`config.mk`:
```
export PLATFORM = sky130hd
export DESIGN_NAME = status_conditioner
export DESIGN_NICKNAME = d
export VERILOG_FILES = /design/src/rtl/status_conditioner.sv
export SDC_FILE = /design/constraint.sdc
export NUM_CORES = 1
export LEC_CHECK = 0
export CORE_MARGIN = 2
export CORE_UTILIZATION = 62
export DETAILED_ROUTE_END_ITERATION = 10
export PLACE_DENSITY = 0.8
export SLEW_MARGIN = 10
export SYNTH_ARGS = -nofsm -noshare
export SYNTH_HDL_FRONTEND = slang
export SYNTH_SLANG_ARGS = --single-unit
```
`constraint.sdc`:
```
create_clock -name clk -period 5.3 [get_ports clk]
set_input_delay 1.325 -clock clk [delete_from_list [all_inputs] [get_ports clk]]
set_output_delay 1.325 -clock clk [all_outputs]
set_load 0.01 [all_outputs]
```
`src/rtl/status_conditioner.sv`:
```
// status_conditioner: cleans up the raw PowerGear board signals for the LED indicator.
// Each raw input is synchronized and debounced. Button presses open a fixed-length
// display window. Current-direction flags are qualified so that pos and neg are never
// high at the same time.

module status_conditioner #(
    parameter int unsigned DEB_CYCLES  = 16,
    parameter int unsigned HOLD_CYCLES = 1024
) (
    input  logic clk,
    input  logic rst,
    input  logic raw_level,
    input  logic raw_button_n,
    input  logic raw_usb,
    input  logic raw_stat,
    input  logic raw_pos,
    input  logic raw_neg,
    output logic level,
    output logic button,
    output logic usb,
    output logic stat,
    output logic pos,
    output logic neg,
    output logic fault
);

    localparam int unsigned NCH = 6;
    localparam int unsigned CW  = (DEB_CYCLES > 1) ? $clog2(DEB_CYCLES) : 1;
    localparam int unsigned HW  = (HOLD_CYCLES > 1) ? $clog2(HOLD_CYCLES) : 1;

    // Channel positions in the packed channel vectors
    localparam int unsigned CH_LEVEL = 0;
    localparam int unsigned CH_BTN   = 1;
    localparam int unsigned CH_USB   = 2;
    localparam int unsigned CH_STAT  = 3;
    localparam int unsigned CH_POS   = 4;
    localparam int unsigned CH_NEG   = 5;

    // The button pin is active-low: its synchronizer idles at 1 and is inverted afterwards
    localparam logic [NCH-1:0] SYNC_RST = 6'b000010;
    localparam logic [NCH-1:0] INV_MASK = 6'b000010;

    localparam logic [CW-1:0] DEB_LAST  = CW'(DEB_CYCLES - 1);
    localparam logic [HW-1:0] HOLD_LAST = HW'(HOLD_CYCLES - 1);

    logic [NCH-1:0] raw_vec;
    logic [NCH-1:0] sync1_q, sync2_q;
    logic [NCH-1:0] s_vec;
    logic [NCH-1:0] deb_q, deb_d;
    logic [CW-1:0]  cnt_q [NCH];
    logic [CW-1:0]  cnt_d [NCH];

    logic           press;
    logic           button_q, button_d;
    logic [HW-1:0]  hold_q, hold_d;
    logic           pos_q, neg_q, fault_q;

    assign raw_vec = {raw_neg, raw_pos, raw_stat, raw_usb, raw_button_n, raw_level};

    // Two-flop synchronizer for every raw input
    always_ff @(posedge clk or posedge rst) begin
        if (rst) begin
            sync1_q <= SYNC_RST;
            sync2_q <= SYNC_RST;
        end else begin
            sync1_q <= raw_vec;
            sync2_q <= sync1_q;
        end
    end

    assign s_vec = sync2_q ^ INV_MASK;

    // Debounce: flip only after DEB_CYCLES consecutive disagreeing samples
    always_comb begin
        deb_d = deb_q;
        for (int i = 0; i < NCH; i++) begin
            cnt_d[i] = '0;
            if (s_vec[i] != deb_q[i]) begin
                if (cnt_q[i] == DEB_LAST) begin
                    deb_d[i] = s_vec[i];
                end else begin
                    cnt_d[i] = cnt_q[i] + CW'(1);
                end
            end
        end
    end

    // Debounced values and their run-length counters
    always_ff @(posedge clk or posedge rst) begin
        if (rst) begin
            deb_q <= '0;
            for (int i = 0; i < NCH; i++) begin
                cnt_q[i] <= '0;
            end
        end else begin
            deb_q <= deb_d;
            for (int i = 0; i < NCH; i++) begin
                cnt_q[i] <= cnt_d[i];
            end
        end
    end

    // A press is the edge on which the debounced button goes 0 -> 1
    assign press = deb_d[CH_BTN] & ~deb_q[CH_BTN];

    // Display window: a press (re)loads the countdown, even on the edge it would expire
    always_comb begin
        button_d = button_q;
        hold_d   = hold_q;
        if (press) begin
            button_d = 1'b1;
            hold_d   = HOLD_LAST;
        end else if (hold_q != '0) begin
            hold_d = hold_q - HW'(1);
        end else begin
            button_d = 1'b0;
        end
    end

    // Window state plus registered current-direction qualification
    always_ff @(posedge clk or posedge rst) begin
        if (rst) begin
            button_q <= 1'b0;
            hold_q   <= '0;
            pos_q    <= 1'b0;
            neg_q    <= 1'b0;
            fault_q  <= 1'b0;
        end else begin
            button_q <= button_d;
            hold_q   <= hold_d;
            pos_q    <= deb_q[CH_POS] & ~deb_q[CH_NEG];
            neg_q    <= deb_q[CH_NEG] & ~deb_q[CH_POS];
            fault_q  <= deb_q[CH_POS] & deb_q[CH_NEG];
        end
    end

    assign level  = deb_q[CH_LEVEL];
    assign usb    = deb_q[CH_USB];
    assign stat   = deb_q[CH_STAT];
    assign button = button_q;
    assign pos    = pos_q;
    assign neg    = neg_q;
    assign fault  = fault_q;

endmodule

```
==> flow_metrics.env <==
export IMPL_wl_met3_um=137
export IMPL_postRouteAntennaNets=0
export IMPL_tightest_slew_ns=0.909
export IMPL_cts_tree="built"
export IMPL_drt_met1_wl_um=1600
export IMPL_antenna_found_initial=0
export IMPL_synth_cells=186
export IMPL_syn_area_per_cell_um2=12.2
export IMPL_synth_xor_area_share_pct=5.01
export IMPL_dieArea_mm2=0.00416
export IMPL_highest_layer="met4"
export IMPL_n_antenna_cell=0
export IMPL_maxCapViolations=0
export IMPL_crit_fanout=3
export IMPL_die_w_um=64.5
export IMPL_period_minus_slack_ns=2.65
export IMPL_seq_area_mm2=0.00140
export IMPL_yosysUniqueCellTypes=36
export IMPL_synth_seq_cells=56
export IMPL_ioPinCount=15
export IMPL_core_area_mm2=0.00342
export IMPL_track_usage_pct=21.7
export IMPL_leakage_uw=0.00110
export IMPL_grt_pass1_wl_um=6770
export IMPL_path_class="flip-flop to output pin"
export IMPL_drt_first_pass_iters=4
export IMPL_critPathLaunch="deb_q[2]"
export IMPL_finalPower_uw=922
export IMPL_synth_fa_ha_area_share_pct=3.85
export IMPL_max_freq_mhz=377
export IMPL_arrival_ns=1.33
export IMPL_min_period_over_period_pct=50.1
export IMPL_crit_path_end_kind="output pin"
export IMPL_maxSlewViolCount=0
export IMPL_crit_chain="clkdlybuf4s50_1"
export IMPL_rsz0062_at_grt="false"
export IMPL_grt_pass1_vias=1501
export IMPL_ys_warnings_count=0
export IMPL_dp_final_hpwl_um=2810
export IMPL_critPathBufInv=1
export IMPL_cpLargestDelayFamily="buffers and inverters"
export IMPL_holdBufCountCts=0
export IMPL_vias_per_cell=5.82
export IMPL_cts_root_buf="clkbuf_4"
export IMPL_ctsHtreeMaxLevel=2
export IMPL_synth_compound_area_share_pct=9.31
export IMPL_slew_headroom_pct=39.4
export IMPL_grt_max_degree=57
export IMPL_r2r_end="hold_q[0]"
export IMPL_wl_met2_um=2040
export IMPL_required_ns=3.97
export IMPL_r2r_setup_slack_ns=3.17
export IMPL_route_detailed_drc=0
export IMPL_outcome="completed"
export IMPL_synth_seq_area_share_pct=61.8
export IMPL_post_drt_wl_per_cell_um=15.4
export IMPL_portBuffers=14
export IMPL_cp_depth=1
export IMPL_post_cts_setup_buffer_count=0
export IMPL_cts_made_buffers=5
export IMPL_grt_overflow_total=0
export IMPL_numClockSinks=56
export IMPL_synth_mux_area_share_pct=2.92
export IMPL_syn_num_nets=201
export IMPL_nFillCells=233
export IMPL_critical_path_endpoint="usb"
export IMPL_hold_start="sync1_q[0]"
export IMPL_setup_violations=0
export IMPL_fin_setup_tns_ns=0
export IMPL_start_util_pct=66.5
export IMPL_drt_total_wl_um=3890
export IMPL_gp_congestion=0.686
export IMPL_drt_iter0_markers=82
export IMPL_num_vias=1473
export IMPL_r2r_start="hold_q[0]"
export IMPL_crit_slowest_cell="clkdlybuf4s50_1"
export IMPL_synth_simple_area_share_pct=14.8
export IMPL_ctsResizeCount=0
export IMPL_cpPeakStageDelay_ns=0.55
export IMPL_syn_to_final_growth_pct=11.8
export IMPL_rows=21
export IMPL_clk_pin_slew_ns=0.15
export IMPL_ff2ff_path_depth=6
export IMPL_nets=221
export IMPL_final_layout_size_suffix_gt1_share_pct=10.1
export IMPL_synth_top_family_by_area="simple AND/OR/NAND/NOR gates"
export IMPL_hold_path_class="flip-flop to flip-flop"
export IMPL_syn_area_mm2=0.00227
export IMPL_powerDensity_mw_per_mm2=363
export IMPL_clock_latency_ns=0.37
export IMPL_die_h_um=64.5
export IMPL_hold_violations=0
export IMPL_cp_start_kind="flip-flop"
export IMPL_irDropWorstVdd_uv=314
export IMPL_cts_buffer_depth=2
export IMPL_multi_input_area_um2=816
export IMPL_finClkSkew_ns=0.00602
## cells in the final DEF (no fill, tap or decap), drive strengths merged, types with 2 or more instances in the layout
cell / netlist / routed
dfrtp: 54 / 54
a21oi: 14 / 14
clkdlybuf4s50: 0 / 14
o21ai: 13 / 13
xnor2: 12 / 12
inv: 11 / 11
nor2: 10 / 10
nand2: 8 / 8
nand3: 7 / 7
nor2b: 7 / 7
ha: 7 / 7
nand4b: 6 / 6
clkbuf: 0 / 6
mux2: 5 / 5
nor3b: 4 / 4
a311oi: 3 / 3
or3: 3 / 3
nor3: 2 / 2
o211ai: 2 / 2
and3: 2 / 2
dfstp: 2 / 2
or4: 2 / 2
## cell families (layout without fill, tap and decap cells)
group                      Yosys count  count (layout)
xor gates and xnor gates            13              13
DFF                                 56              56
and+or+nand+nor                     56              56
adders and majority gates            7               7
AOI/OAI and AO/OA                   36              36
muxes                                6               6
buffers and inverters               12              33
## worst min path at each step
stage | end | cells after the start
floorplan | sync2_q[0] | 0
global route | sync2_q[1] | 0
CTS | sync2_q[5] | 0
finish | sync2_q[0] | 0
global placement | sync2_q[2] | 0
detailed placement | sync2_q[5] | 0
## layout make-up
class	instances	area share [%]
flip-flops and latches	56	55.3
multi-input cells	118	32.1
repair buffers	14	5.52
well taps	46	2.27
inverters	11	1.67
clock buffers	6	1.63
clock inverters	2	1.53
## routing by layer
| layer | vias up | track usage [%] |
|---|---|---|
| li1 | 692 | - |
| met1 | 737 | 26.1 |
| met2 | 32 | 37.5 |
| met3 | 12 | 5.56 |
| met4 | 0 | 8.51 |
| met5 | - | 0 |
## cells in the mapped netlist (all sizes together)
master | instances | area [um^2]
or3 | 3 | 25.0
ha | 7 | 87.6
a21oi | 14 | 70.1
nor3 | 2 | 10.0
o211ai | 2 | 15.0
a31o | 1 | 8.76
nor2 | 10 | 37.5
nor2b | 7 | 43.8
mux2i | 1 | 10.0
o311ai | 1 | 8.76
o21ai | 13 | 65.1
nor3b | 4 | 30.0
and2 | 1 | 6.26
xor2 | 1 | 8.76
nand4b | 6 | 52.6
or4 | 2 | 18.8
dfrtp | 54 | 1350
o31ai | 1 | 7.51
a311oi | 3 | 26.3
o21ba | 1 | 10.0
or4b | 1 | 13.8
nand2b | 1 | 6.26
mux2 | 5 | 56.3
nand2 | 8 | 30.0
dfstp | 2 | 52.6
inv | 11 | 41.3
nor4b | 1 | 8.76
xnor2 | 12 | 105
and3 | 2 | 12.5
buf | 1 | 11.3
nor4 | 1 | 6.26
nand3 | 7 | 35.0
## sequential cells by signal, indices dropped and copies added, names as in the netlist
name / flops
sync2_q: 6
deb_q: 6
cnt_q: 24
neg: 1
hold_q: 10
fault: 1
sync1_q: 6
pos: 1
button: 1
## report_power, final
| group | switching [uW] | total [uW] | internal [uW] |
|---|---|---|---|
| clock | 125 | 227 | 102 |
| sequential | 58.5 | 539 | 480 |
| combinational | 75.7 | 157 | 81.0 |
| total | 259 | 922 | 663 |
## stage by stage
stage	hold slack [ns]	instance area (um^2)	worst slack (ns)	std cells	utilization [%]
2_1_floorplan	0.331	2270	2.61	186	-
3_3_place_gp	0.335	2460	2.66	245	72.0
3_5_place_dp	0.335	2460	2.61	245	72.0
4_1_cts	0.368	2540	2.63	253	74.3
5_1_grt	0.375	2540	2.59	253	74.4
6_report	0.366	2540	2.65	253	74.4
Power figures use the tool's default switching activity.
